$ cat config.mk
export PLATFORM = sky130hd
export DESIGN_NAME = program_rom_server
export DESIGN_NICKNAME = d
export VERILOG_FILES = /design/src/rtl/cpu_pkg.sv /design/src/rtl/rom_mem_256x8.sv /design/src/rtl/program_rom_server.sv
export SDC_FILE = /design/constraint.sdc
export NUM_CORES = 2
export LEC_CHECK = 0
export CAP_MARGIN = 20
export CELL_PAD_IN_SITES_DETAIL_PLACEMENT = 1
export CELL_PAD_IN_SITES_GLOBAL_PLACEMENT = 2
export CORE_MARGIN = 4
export CORE_UTILIZATION = 30
export DETAILED_ROUTE_END_ITERATION = 6
export PLACE_DENSITY = 0.49
export SYNTH_ARGS = -nofsm -noshare
export SYNTH_HDL_FRONTEND = slang
export SYNTH_SLANG_ARGS = --single-unit
$ cat constraint.sdc
create_clock -name clk -period 5.3 [get_ports clk]
set_input_delay 1.06 -clock clk [delete_from_list [all_inputs] [get_ports clk]]
set_output_delay 1.06 -clock clk [all_outputs]
set_load 0.01 [all_outputs]
$ cat src/rtl/cpu_pkg.sv
// Shared types and constants for the CPU program store and its loader FSM.
package cpu_pkg;

    typedef enum logic [1:0] {
        IDLE = 2'd0,
        LOAD = 2'd1,
        DONE = 2'd2,
        RUN  = 2'd3
    } rom_state_t;

    localparam logic [7:0] NOP_BYTE = 8'h00;

    localparam int ERR_OVF      = 0;
    localparam int ERR_MISALIGN = 1;

endpackage

$ cat src/rtl/rom_mem_256x8.sv
// Program store: one synchronous write port and two asynchronous read ports
// so both instruction bytes are available in the same cycle as the address.
module rom_mem_256x8 #(
    parameter int ADDR_W = 8,
    parameter int DEPTH  = 2 ** ADDR_W
) (
    input  logic              clk,
    input  logic              we,
    input  logic [ADDR_W-1:0] waddr,
    input  logic [7:0]        wdata,
    input  logic [ADDR_W-1:0] raddr1,
    input  logic [ADDR_W-1:0] raddr2,
    output logic [7:0]        rdata1,
    output logic [7:0]        rdata2
);

    logic [7:0] mem [0:DEPTH-1];

    // Contents deliberately survive reset: no reset branch on the array.
    always_ff @(posedge clk) begin
        if (we) begin
            mem[waddr] <= wdata;
        end
    end

    assign rdata1 = mem[raddr1];
    assign rdata2 = mem[raddr2];

endmodule

$ cat src/rtl/program_rom_server.sv
// Instruction-memory responder: byte-serial loader fills the program store,
// then the CPU is released from reset and fetches two bytes per address.
module program_rom_server #(
    parameter int         ADDR_W   = 8,
    parameter int         DEPTH    = 2 ** ADDR_W,
    parameter logic [7:0] NOP_BYTE = cpu_pkg::NOP_BYTE
) (
    input  logic              clk,
    input  logic              n_reset,
    input  logic              load_start,
    input  logic [7:0]        load_data,
    input  logic              load_valid,
    input  logic              load_last,
    output logic              load_ready,
    output logic [ADDR_W:0]   load_count,
    input  logic [ADDR_W-1:0] rom_address,
    output logic [7:0]        opcode1,
    output logic [7:0]        opcode2,
    output logic              cpu_reset,
    output logic [1:0]        err
);

    import cpu_pkg::*;

    localparam logic [ADDR_W:0] COUNT_MAX = (ADDR_W + 1)'(DEPTH);

    rom_state_t        state_reg, state_next;
    logic [ADDR_W-1:0] wr_ptr_reg;
    logic [ADDR_W:0]   load_count_reg;
    logic [1:0]        err_reg;

    logic              accept;
    logic              last_slot;
    logic              start_ok;
    logic              run_active;
    logic [ADDR_W-1:0] raddr2;
    logic [7:0]        rdata1, rdata2;

    assign accept    = (state_reg == LOAD) && load_valid;
    assign last_slot = (wr_ptr_reg == {ADDR_W{1'b1}});
    assign start_ok  = load_start && ((state_reg == IDLE) || (state_reg == RUN));
    assign raddr2    = rom_address + 1'b1;

    // State register
    always_ff @(posedge clk or negedge n_reset) begin
        if (!n_reset) begin
            state_reg <= IDLE;
        end else begin
            state_reg <= state_next;
        end
    end

    // Next-state logic
    always_comb begin
        state_next = state_reg;
        unique case (state_reg)
            IDLE: if (load_start) state_next = LOAD;
            LOAD: if (accept && (load_last || last_slot)) state_next = DONE;
            DONE: state_next = RUN;
            RUN:  if (load_start) state_next = LOAD;
            default: state_next = IDLE;
        endcase
    end

    // Output logic
    always_comb begin
        cpu_reset  = 1'b1;
        load_ready = 1'b0;
        run_active = 1'b0;
        unique case (state_reg)
            LOAD: load_ready = 1'b1;
            RUN: begin
                cpu_reset  = 1'b0;
                run_active = 1'b1;
            end
            default: ;
        endcase
    end

    // Pointer, count and sticky error flags; a (re)start clears all of them.
    always_ff @(posedge clk or negedge n_reset) begin
        if (!n_reset) begin
            wr_ptr_reg     <= '0;
            load_count_reg <= '0;
            err_reg        <= 2'b00;
        end else if (start_ok) begin
            wr_ptr_reg     <= '0;
            load_count_reg <= '0;
            err_reg        <= 2'b00;
        end else begin
            if (accept) begin
                wr_ptr_reg <= wr_ptr_reg + 1'b1;
                if (load_count_reg != COUNT_MAX) begin
                    load_count_reg <= load_count_reg + 1'b1;
                end
                if (last_slot && !load_last) begin
                    err_reg[ERR_OVF] <= 1'b1;
                end
            end
            if (run_active && rom_address[0]) begin
                err_reg[ERR_MISALIGN] <= 1'b1;
            end
        end
    end

    rom_mem_256x8 #(
        .ADDR_W (ADDR_W),
        .DEPTH  (DEPTH)
    ) u_mem (
        .clk    (clk),
        .we     (accept),
        .waddr  (wr_ptr_reg),
        .wdata  (load_data),
        .raddr1 (rom_address),
        .raddr2 (raddr2),
        .rdata1 (rdata1),
        .rdata2 (rdata2)
    );

    assign opcode1    = run_active ? rdata1 : NOP_BYTE;
    assign opcode2    = run_active ? rdata2 : NOP_BYTE;
    assign load_count = load_count_reg;
    assign err        = err_reg;

endmodule
==> results.sh <==
export IMPL_ctsRootBufferMaster="clkbuf_16"
export IMPL_finish_utilization=0.376
export IMPL_critPathCaptureType="output port"
export IMPL_pwr_density_cell_nw_per_um2=341
export IMPL_drtIter0Drc=5752
export IMPL_dieArea_sq_um=333000
export IMPL_slowest_stage="nor4_4"
export IMPL_path_cells="buf_16, ha_4, buf_12, buf_16, buf_12, buf_12, mux4_2, mux4_2, nand2_1, and3_4, a31oi_4, buf_6, o21ai_4, nor4_4, buf_4, buf_6"
export IMPL_io_pins=50
export IMPL_start_util=0.302
export IMPL_ys_warn_count=0
export IMPL_p_total_mw=41.3
export IMPL_firstDrtPassIters=6
export IMPL_synth_edf_count=2048
export IMPL_crit_fanout=5
export IMPL_p_leak_nw=39.1
export IMPL_drv_cap=0
export IMPL_avgSynthCellArea_sq_um=20.5
export IMPL_wl_met1_um=168000
export IMPL_rsz0062_at_grt="yes"
export IMPL_worst_ep_required_time_ns=4.24
export IMPL_finClkSkew_ns=0.0534
export IMPL_cpMostUsedCell="buf_12"
export IMPL_synth_async_reset_ratio=0.0101
export IMPL_critPathKind="in -> out"
export IMPL_die_x_um=577
export IMPL_hold_path_class="in -> async"
export IMPL_ff2ff_path_depth=5
export IMPL_fp_row_count=208
export IMPL_r2r_end="u_mem.mem[200][0]"
export IMPL_slew_headroom=0.219
export IMPL_grt_usage=0.225
export IMPL_drive_above_1_share=0.471
export IMPL_wl_met2_um=182000
export IMPL_dr_max_layer_used="met5"
export IMPL_gp_congestion=0.814
export IMPL_wirelength_um=379000
export IMPL_ys_flop_type="edfxtp_1"
export IMPL_startpoint_type="input port"
export IMPL_clk_pin_slew_worst_paths_ns=0.06
export IMPL_reg2reg_from="state_reg[1]"
export IMPL_syn_to_final_growth_pct=24.7
export IMPL_synthesis_nets=4779
export IMPL_instances_no_fill=10200
export IMPL_clk_latency_ns=0.93
export IMPL_outcome="finished with violations"
export IMPL_stdcell_area_sq_um=121000
export IMPL_ir_worst_vdd_v=0.000311
export IMPL_wl_met3_um=18200
export IMPL_slew_violations=0
export IMPL_arrival_ns=4.37
export IMPL_dp_cells=9534
export IMPL_grt_pass1_wl_um=519000
export IMPL_rrSetupSlack_ns=1.45
export IMPL_hold_buffers=0
export IMPL_min_period_ns=5.43
export IMPL_ys_types=56
export IMPL_grt_pass1_vias=58900
export IMPL_h_tree_depth=4
export IMPL_synth_seq_area_share=0.639
export IMPL_fin_crit_sh=1.03
export IMPL_fmax_mhz=184
export IMPL_ys_seq_elements=2069
export IMPL_setup_slack_ns=-0.133
export IMPL_worst_slew_pin_slew_ns=1.17
export IMPL_viasPerCell=5.56
export IMPL_grt_ovfl_total=0
export IMPL_setup_viol=6
export IMPL_route_antenna_remaining_nets=0
export IMPL_pre_cts_slack_ns=-1.32
export IMPL_syn_area_sq_um=97100
export IMPL_slowest_delay_ns=0.57
export IMPL_finalNetCount=5668
export IMPL_routed_via_count=56500
export IMPL_drc_errors=0
export IMPL_cts_tree="built"
export IMPL_antenna_found_initial=17
export IMPL_syn_instance_count=4749
export IMPL_cts_made_buffers=243
export IMPL_dp_hpwl_um=263000
export IMPL_cts_sinks=2069
export IMPL_port_buffers=49
export IMPL_largest_reg_flops=2048
export IMPL_coreArea_sq_um=322000
export IMPL_placed_area_sq_um=109000
export IMPL_failed_checks="negative setup slack"
export IMPL_hold_viol=0
export IMPL_grt_max_degree=125
export IMPL_die_h_um=577
export IMPL_wire_per_inst_um=37.3
export IMPL_cts_path_max_buffers=4
==> Yosys cell counts, drive strengths merged (8+ instances only) <==
| master | count | area [sq um] |
|---|---|---|
| a21oi | 34 | 170 |
| a22oi | 32 | 240 |
| a31oi | 29 | 181 |
| a32oi | 17 | 149 |
| and3 | 10 | 62.6 |
| buf | 267 | 1620 |
| clkbuf | 113 | 428 |
| dfrtp | 21 | 526 |
| edfxtp | 2048 | 61500 |
| ha | 9 | 113 |
| inv | 8 | 30.0 |
| mux2i | 133 | 1330 |
| mux4 | 1201 | 27000 |
| nand2 | 298 | 1120 |
| nand3 | 103 | 521 |
| nand4 | 18 | 113 |
| nor2 | 285 | 1070 |
| nor2b | 9 | 56.3 |
| o21ai | 27 | 135 |
| o22ai | 8 | 50.1 |
| xnor2 | 9 | 86.3 |
| xor2 | 15 | 158 |
==> stage by stage <==
step / setup TNS (ns) / hold slack, ns
2_1_floorplan: 0 / 0.505
3_3_place_gp: -15.08 / 0.490
3_5_place_dp: -14.48 / 0.503
4_1_cts: -0.448 / 0.453
5_1_grt: -0.371 / 0.495
6_report: -0.414 / 0.521
==> worst max-delay path: cells and delay by family <==
kind | cells | cell delay (ns)
AOI/OAI and AO/OA | 2 | 0.36
adders and majority gates | 1 | 0.30
buffers and inverters | 8 | 1.15
muxes | 2 | 0.62
and+or+nand+nor | 3 | 0.81
==> what timing repair did <==
| item | CTS | global route |
|---|---|---|
| gates cloned | 21 | 0 |
| pin swaps | 60 | 21 |
| buffers inserted | 132 | 28 |
| endpoints found under the hold margin | 0 | 0 |
| setup endpoints to repair | 16 | 11 |
| gates resized for setup | 400 | 40 |
==> layer usage <==
metal,global-route usage,vias up
met3,0.0252,413
met1,0.323,31900
li1,-,22400
met4,0.0593,4
met2,0.366,1786
met5,0,-
==> logic make-up (layout without fill, tap and decap cells) <==
group | after synthesis | in the layout | share of synthesized area
AO/OA/AOI/OAI | 175 | 175 | 0.0121
multiplexers | 1336 | 1336 | 0.292
buffers and inverters | 388 | 1485 | 0.0213
flip-flops | 2069 | 2069 | 0.639
XOR/XNOR | 24 | 24 | 0.00251
AND/OR/NAND/NOR | 748 | 748 | 0.0319
other | 0 | 6 | 0
adder cells (fa/ha/maj) | 9 | 9 | 0.00116
==> layout make-up <==
class	count	area, sq um
fillers	31200	201000
multi-input cells	2292	34300
flip-flops and latches	2069	62000
well taps	4305	5390
diodes	6	15.0
clock inverters	159	1770
inverters	8	30.0
clock buffers	294	6410
repair buffers	1024	11100
==> where the power goes <==
part / switching, mW / internal [mW] / leakage [nW]
registers: 0.0395 / 18.0 / 18.7
clock network: 7.12 / 10.2 / 3.98
logic: 3.32 / 2.58 / 16.5
==> how the worst max path moves through the flow <==
stage | start | endpoint | cells past startpoint
after floorplan | rom_address[0] | opcode2[1] | 10
after global placement | rom_address[0] | opcode2[4] | 16
after detailed placement | rom_address[0] | opcode2[7] | 12
after CTS | rom_address[0] | opcode2[0] | 15
after global routing | rom_address[0] | opcode2[7] | 16
final | rom_address[0] | opcode2[7] | 16
==> cell usage in the layout (no fill, tap or decap), drive strengths merged, types with 27 or more instances in the layout <==
cell    count
a21oi      34
a22oi      32
a31oi      29
buf       981
bufinv     34
clkbuf    299
clkinv    106
edfxtp   2048
mux2i     133
mux4     1201
nand2     298
nand3     103
nor2      285
o21ai      27
(Power assumes the default switching activity.)
